**src/rtl/obstacle_render_pipeline.sv**
```systemverilog
// Three-stage textured obstacle pixel pipeline: texel addressing, external texture ROM
// lookup, and palette resolve, with frame-driven texture animation.
module obstacle_render_pipeline #(
  parameter int TEX_NUM         = 4,
  parameter int OBSTACLE_WIDTH  = 10,
  parameter int OBSTACLE_HEIGHT = 2 * OBSTACLE_WIDTH,
  parameter int SCREEN_WIDTH    = 10,
  parameter int PHY_WIDTH       = 15,
  parameter int PIXEL_WIDTH     = 12,
  parameter int COLOR_WIDTH     = 2,
  parameter int ID_WIDTH        = 4,
  parameter int ANIM_PERIOD     = 30,
  localparam int TEX_SEL_W      = $clog2(TEX_NUM),
  localparam int TEX_ADDR_W     = $clog2(OBSTACLE_WIDTH * OBSTACLE_WIDTH),
  localparam int PAL_ADDR_W     = TEX_SEL_W + COLOR_WIDTH
) (
  input  logic                    sys_clk,
  input  logic                    sys_rst,
  input  logic                    pix_valid,
  input  logic                    obstacle_on,
  input  logic [1:0]              obstacle_face,
  input  logic [SCREEN_WIDTH-1:0] obstacle_x_rom,
  input  logic [SCREEN_WIDTH-1:0] obstacle_y_rom,
  input  logic [PHY_WIDTH-1:0]    obstacle_abs_pos_y,
  input  logic [ID_WIDTH-1:0]     obstacle_on_id,
  input  logic                    frame_start,
  input  logic                    anim_en,
  output logic [TEX_SEL_W-1:0]    tex_sel,
  output logic [TEX_ADDR_W-1:0]   tex_addr,
  input  logic [COLOR_WIDTH-1:0]  tex_idx,
  input  logic                    pal_we,
  input  logic [PAL_ADDR_W-1:0]   pal_addr,
  input  logic [PIXEL_WIDTH-1:0]  pal_wdata,
  output logic [PIXEL_WIDTH-1:0]  rgb,
  output logic                    rgb_valid,
  output logic                    rgb_hit
);

  localparam int PAL_DEPTH = TEX_NUM << COLOR_WIDTH;
  localparam int FRAME_W   = $clog2(ANIM_PERIOD);

  logic [FRAME_W-1:0]     r_frame_cnt;
  logic [TEX_SEL_W-1:0]   r_anim_ofs;
  logic                   r_s1_valid, r_s1_on;
  logic                   r_s2_valid, r_s2_on;
  logic [TEX_SEL_W-1:0]   r_s2_sel;
  logic [COLOR_WIDTH-1:0] r_s2_idx;
  logic [PIXEL_WIDTH-1:0] r_pal [PAL_DEPTH];

  logic [SCREEN_WIDTH-1:0] w_x_mod, w_x_tex, w_y_tex;
  logic [PHY_WIDTH:0]      w_sel_sum, w_sel_mod;
  logic                    w_s2_hit;

  function automatic logic [PIXEL_WIDTH-1:0] pal_default(input int idx);
    case (idx % (1 << COLOR_WIDTH))
      0:       return PIXEL_WIDTH'(12'h444);
      1:       return PIXEL_WIDTH'(12'h222);
      2:       return PIXEL_WIDTH'(12'h000);
      3:       return PIXEL_WIDTH'(12'h140);
      default: return '0;
    endcase
  endfunction

  // (y mod 2W) >> 1 is identical to (y >> 1) mod W because the texture is twice as tall as wide.
  assign w_x_mod   = obstacle_x_rom % SCREEN_WIDTH'(OBSTACLE_WIDTH);
  assign w_x_tex   = (obstacle_face == 2'b01) ? w_x_mod
                                              : SCREEN_WIDTH'(OBSTACLE_WIDTH - 1) - w_x_mod;
  assign w_y_tex   = (obstacle_y_rom % SCREEN_WIDTH'(OBSTACLE_HEIGHT)) >> 1;
  assign w_sel_sum = (PHY_WIDTH+1)'(obstacle_abs_pos_y) + (PHY_WIDTH+1)'(obstacle_on_id)
                   + (PHY_WIDTH+1)'(r_anim_ofs);
  assign w_sel_mod = w_sel_sum % (PHY_WIDTH+1)'(TEX_NUM);
  assign w_s2_hit  = r_s2_valid & r_s2_on;

  // Animation state; a request sampled on the same edge as a pulse still sees the old offset.
  always_ff @(posedge sys_clk or posedge sys_rst) begin
    if (sys_rst) begin
      r_frame_cnt <= '0;
      r_anim_ofs  <= '0;
    end else if (frame_start && anim_en) begin
      if (r_frame_cnt == FRAME_W'(ANIM_PERIOD - 1)) begin
        r_frame_cnt <= '0;
        r_anim_ofs  <= (r_anim_ofs == TEX_SEL_W'(TEX_NUM - 1)) ? '0 : r_anim_ofs + 1'b1;
      end else begin
        r_frame_cnt <= r_frame_cnt + 1'b1;
      end
    end
  end

  // Stage 1: texture ROM request.
  always_ff @(posedge sys_clk or posedge sys_rst) begin
    if (sys_rst) begin
      r_s1_valid <= 1'b0;
      r_s1_on    <= 1'b0;
      tex_sel    <= '0;
      tex_addr   <= '0;
    end else begin
      r_s1_valid <= pix_valid;
      r_s1_on    <= obstacle_on;
      tex_sel    <= (&obstacle_on_id) ? '0 : TEX_SEL_W'(w_sel_mod);
      tex_addr   <= TEX_ADDR_W'(w_y_tex) * TEX_ADDR_W'(OBSTACLE_WIDTH) + TEX_ADDR_W'(w_x_tex);
    end
  end

  // Stage 2: capture ROM data alongside the carried request attributes.
  always_ff @(posedge sys_clk or posedge sys_rst) begin
    if (sys_rst) begin
      r_s2_valid <= 1'b0;
      r_s2_on    <= 1'b0;
      r_s2_sel   <= '0;
      r_s2_idx   <= '0;
    end else begin
      r_s2_valid <= r_s1_valid;
      r_s2_on    <= r_s1_on;
      r_s2_sel   <= tex_sel;
      r_s2_idx   <= tex_idx;
    end
  end

  // NOTE: the palette is a register file, so it can be reloaded by reset; a RAM macro could not.
  always_ff @(posedge sys_clk or posedge sys_rst) begin
    if (sys_rst) begin
      for (int i = 0; i < PAL_DEPTH; i++) r_pal[i] <= pal_default(i);
    end else if (pal_we) begin
      r_pal[pal_addr] <= pal_wdata;
    end
  end

  // NOTE: non-blocking updates make a same-edge read of a written entry return the old value.
  always_ff @(posedge sys_clk or posedge sys_rst) begin
    if (sys_rst) begin
      rgb       <= '0;
      rgb_valid <= 1'b0;
      rgb_hit   <= 1'b0;
    end else begin
      rgb_valid <= r_s2_valid;
      rgb_hit   <= w_s2_hit;
      rgb       <= w_s2_hit ? r_pal[{r_s2_sel, r_s2_idx}] : '0;
    end
  end

endmodule

```
**config.mk**
```make
export PLATFORM = sky130hd
export DESIGN_NAME = obstacle_render_pipeline
export DESIGN_NICKNAME = d
export VERILOG_FILES = /design/src/rtl/obstacle_render_pipeline.sv
export SDC_FILE = /design/constraint.sdc
export NUM_CORES = 1
export LEC_CHECK = 0
export CORE_ASPECT_RATIO = 1.1
export CORE_MARGIN = 5
export CORE_UTILIZATION = 59
export CTS_CLUSTER_SIZE = 8
export DETAILED_ROUTE_END_ITERATION = 16
export GPL_ROUTABILITY_DRIVEN = 1
export MAX_ROUTING_LAYER = met4
export PLACE_DENSITY = 0.8
export SLEW_MARGIN = 20
export SYNTH_ARGS = -nofsm -noshare
export SYNTH_HDL_FRONTEND = slang
export SYNTH_SLANG_ARGS = --single-unit
```
**constraint.sdc**
```tcl
create_clock -name sys_clk -period 10.2 [get_ports sys_clk]
set_input_delay 2.04 -clock sys_clk [delete_from_list [all_inputs] [get_ports sys_clk]]
set_output_delay 2.04 -clock sys_clk [all_outputs]
set_load 0.02 [all_outputs]
```
==> results.ini <==
[sta]
period_share = 0.632
finalSetupViolations = 0
clock_skew_ns = 0.0188
period_needed_ns = 6.44
slew_violations = 0
tns_ns = 0
hold_viol_final = 0
max_slew_margin = 0.335
hold_ws_ns = 0.352
tightest_slew_ns = 0.997
rsz0062_at_grt = no
fmax_mhz = 155

[grt]
grt_remaining_overflow = 0
grt_max_degree = 95
grt_pass1_vias = 7884
grt_pass1_wl_mm = 41.0
grtUsageTotal = 0.227
grt_antenna_before_repair = 1

[place]
placed_area_mm2 = 0.0127
globalplace.congestion = 0.868
io_buffers = 74
place_hpwl_mm = 15.0
placedCellCount = 1167

[final_layout]
stdcell_count = 1227
nNetsFinal = 1033
syn_to_final_growth_pct = 15.9
layout-drive-gt1-share = 0.366
stdcell_area_mm2 = 0.0137
nFillCells = 1344

[route]
first_iter_violations = 364
num_vias = 7476
viasPerCell = 6.09
drc = 0
routed_wl_mm = 24.8
ant_nets = 0
avgRoutedWirePerCell_um = 20.2
first_pass_iters = 7

[floorplanning]
rows = 54
dieArea_mm2 = 0.0230
die_h_um = 159
ios = 89
coreArea_mm2 = 0.0198
die_x_um = 145
initial_utilization = 0.598

[worst_setup_path]
path_max_fanout = 29
startpoint_type = input pin
r2r_slack_ns = 7.62
r2r-start = r_s2_idx[0]$_DFF_PP0_
critPathCaptureType = register
cp.arrival_ns = 6.82
rr_endpoint = rgb[11]$_DFF_PP0_
worstPathRequired_ns = 10.57
path_class = in -> reg
crit_start = obstacle_x_rom[8]
reg2reg_depth = 3

[synthesis]
synth_flop_cell = dfrtp_1
syn_inst = 896
synth_top_area_share = 0.418
synth_edf_count = 0
yosysSeqAreaShare = 0.489
synthTopCellsByCount = dfrtp_1, mux2_2, mux4_2, clkbuf_1
synthDistinctLibCells = 77
yosys_warnings = 0
netlist_top_cells_area = dfrtp_1, mux2_2, mux4_2
yosys.cell_count.top_type = dfrtp_1
synthesis.area_mm2 = 0.0118
synth_top_cell_by_area = dfrtp_1
synth_area_per_cell_um2 = 13.2
synthArstFlopShare = 1.00
synth_seq_cells = 230

[clock_network]
cts_tree = built
root_buffer = clkbuf_16
worstSkewPairLatency_ns = 0.50
htreeDepth = 2
cts-resized-gates = 0
cts_buffer_depth = 3
cts_inserted_buffers = 34
cts.sinks = 230
postCtsHoldBufs = 0
post-cts-setup-buffers = 0
path_clk_slew_ns = 0.05

[status]
status = complete, no violations

[min_path]
hold-path-endpoint = r_s2_on$_DFF_PP0_
hold_class = reg -> reg
hold_depth = 0
hp-start = r_s1_on$_DFF_PP0_

[pwr]
power_density_mw_per_mm2 = 219
p_leak_nw = 5.68
peakVddDrop_v = 0.000156

[run]
drv_cap = 0

## report_power, final
group | internal [W] | switching [W]
logic | 0.000414 | 0.000275
clock network | 0.000629 | 0.000388
registers | 0.00115 | 0.000145
## layer usage
layer  track usage  share of wire  vias to the layer above
li1              -              -                     3443
met1         0.269           0.40                     3816
met2         0.409           0.54                      169
met3        0.0293          0.039                       48
met4        0.0702          0.023                        0
met5             -              0                        -
## worst max path at each step
| stage | to | slack [ns] | depth (start not counted) |
|---|---|---|---|
| 2_1_floorplan | r_anim_ofs[0]$_DFFE_PP0P_ | 1.91 | 1 |
| 3_3_place_gp | tex_addr[6]$_DFF_PP0_ | 3.32 | 19 |
| 3_5_place_dp | tex_addr[6]$_DFF_PP0_ | 3.23 | 19 |
| 4_1_cts | tex_addr[6]$_DFF_PP0_ | 3.74 | 19 |
| 5_1_grt | tex_addr[6]$_DFF_PP0_ | 3.38 | 19 |
| 6_report | tex_addr[6]$_DFF_PP0_ | 3.76 | 19 |
## cell type report
class | instances | area, um2 | area share
sequential | 230 | 5800 | 0.423
multi-input combinational | 579 | 5710 | 0.416
clock buffer | 56 | 943 | 0.0688
timing repair buffer | 85 | 823 | 0.0600
tap | 252 | 315 | 0.0230
inverter | 21 | 86.3 | 0.00629
clock inverter | 3 | 33.8 | 0.00246
antenna | 1 | 2.50 | 0.000182
## kinds of logic (layout without fill, tap and decap cells)
family,Yosys count,count (layout),share of synthesized area
multiplexers,255,255,0.299
flip-flops,230,230,0.489
AND/OR/NAND/NOR,183,183,0.0843
AO/OA/AOI/OAI,105,105,0.0639
buffers and inverters,88,165,0.0303
XOR/XNOR,18,18,0.0133
adder cells (fa/ha/maj),16,16,0.0188
other,1,3,0.000317
## worst max-delay path, stage by stage
cell and delay, ns:
clkdlybuf4s50_1 1.05, nand2b_2 0.23, o22ai_4 0.27, nor2_2 0.08
or4b_1 0.50, a32o_2 0.33, and2_4 0.16, a21o_1 0.16
a221oi_1 0.32, ha_1 0.28, nand2_1 0.08, nand3_1 0.08
ha_1 0.28, a21o_1 0.16, a21oi_1 0.23, o21bai_1 0.10
a21oi_1 0.19, xnor2_1 0.17, xnor2_1 0.10
## layout by cell type (no fill, tap or decap), types with 10 or more instances in the layout
cell and count:
nand2b_1 20, dfstp_2 32, nor3_1 12, mux4_2 60, clkbuf_16 34, inv_1 20
mux2_2 194, a21oi_1 20, o22ai_1 10, clkbuf_1 21, nand3_1 15, and2_1 13
ha_1 13, nor2_1 34, buf_4 11, o21ai_0 13, dfrtp_1 196, nand2_1 35
clkdlybuf4s50_1 74, xnor2_1 14
## through the flow
| stage | utilization | worst slack, ns | power, W |
|---|---|---|---|
| final | 0.693 | 3.76 | 0.00300 |
| after global routing | 0.693 | 3.38 | 0.00316 |
| after global placement | 0.643 | 3.32 | 0.00196 |
| after CTS | 0.693 | 3.74 | 0.00303 |
| after detailed placement | 0.643 | 3.23 | 0.00199 |
| after floorplan | - | 1.91 | 0.00179 |
## flip-flops by register name (all words and copies together) (netlist names), 2 cells and up
name,cells
r_pal,192
tex_addr,7
rgb,12
r_frame_cnt,5
tex_sel,2
r_s2_sel,2
r_s2_idx,2
r_anim_ofs,2
No activity file was read; power rests on OpenSTA's default activity.
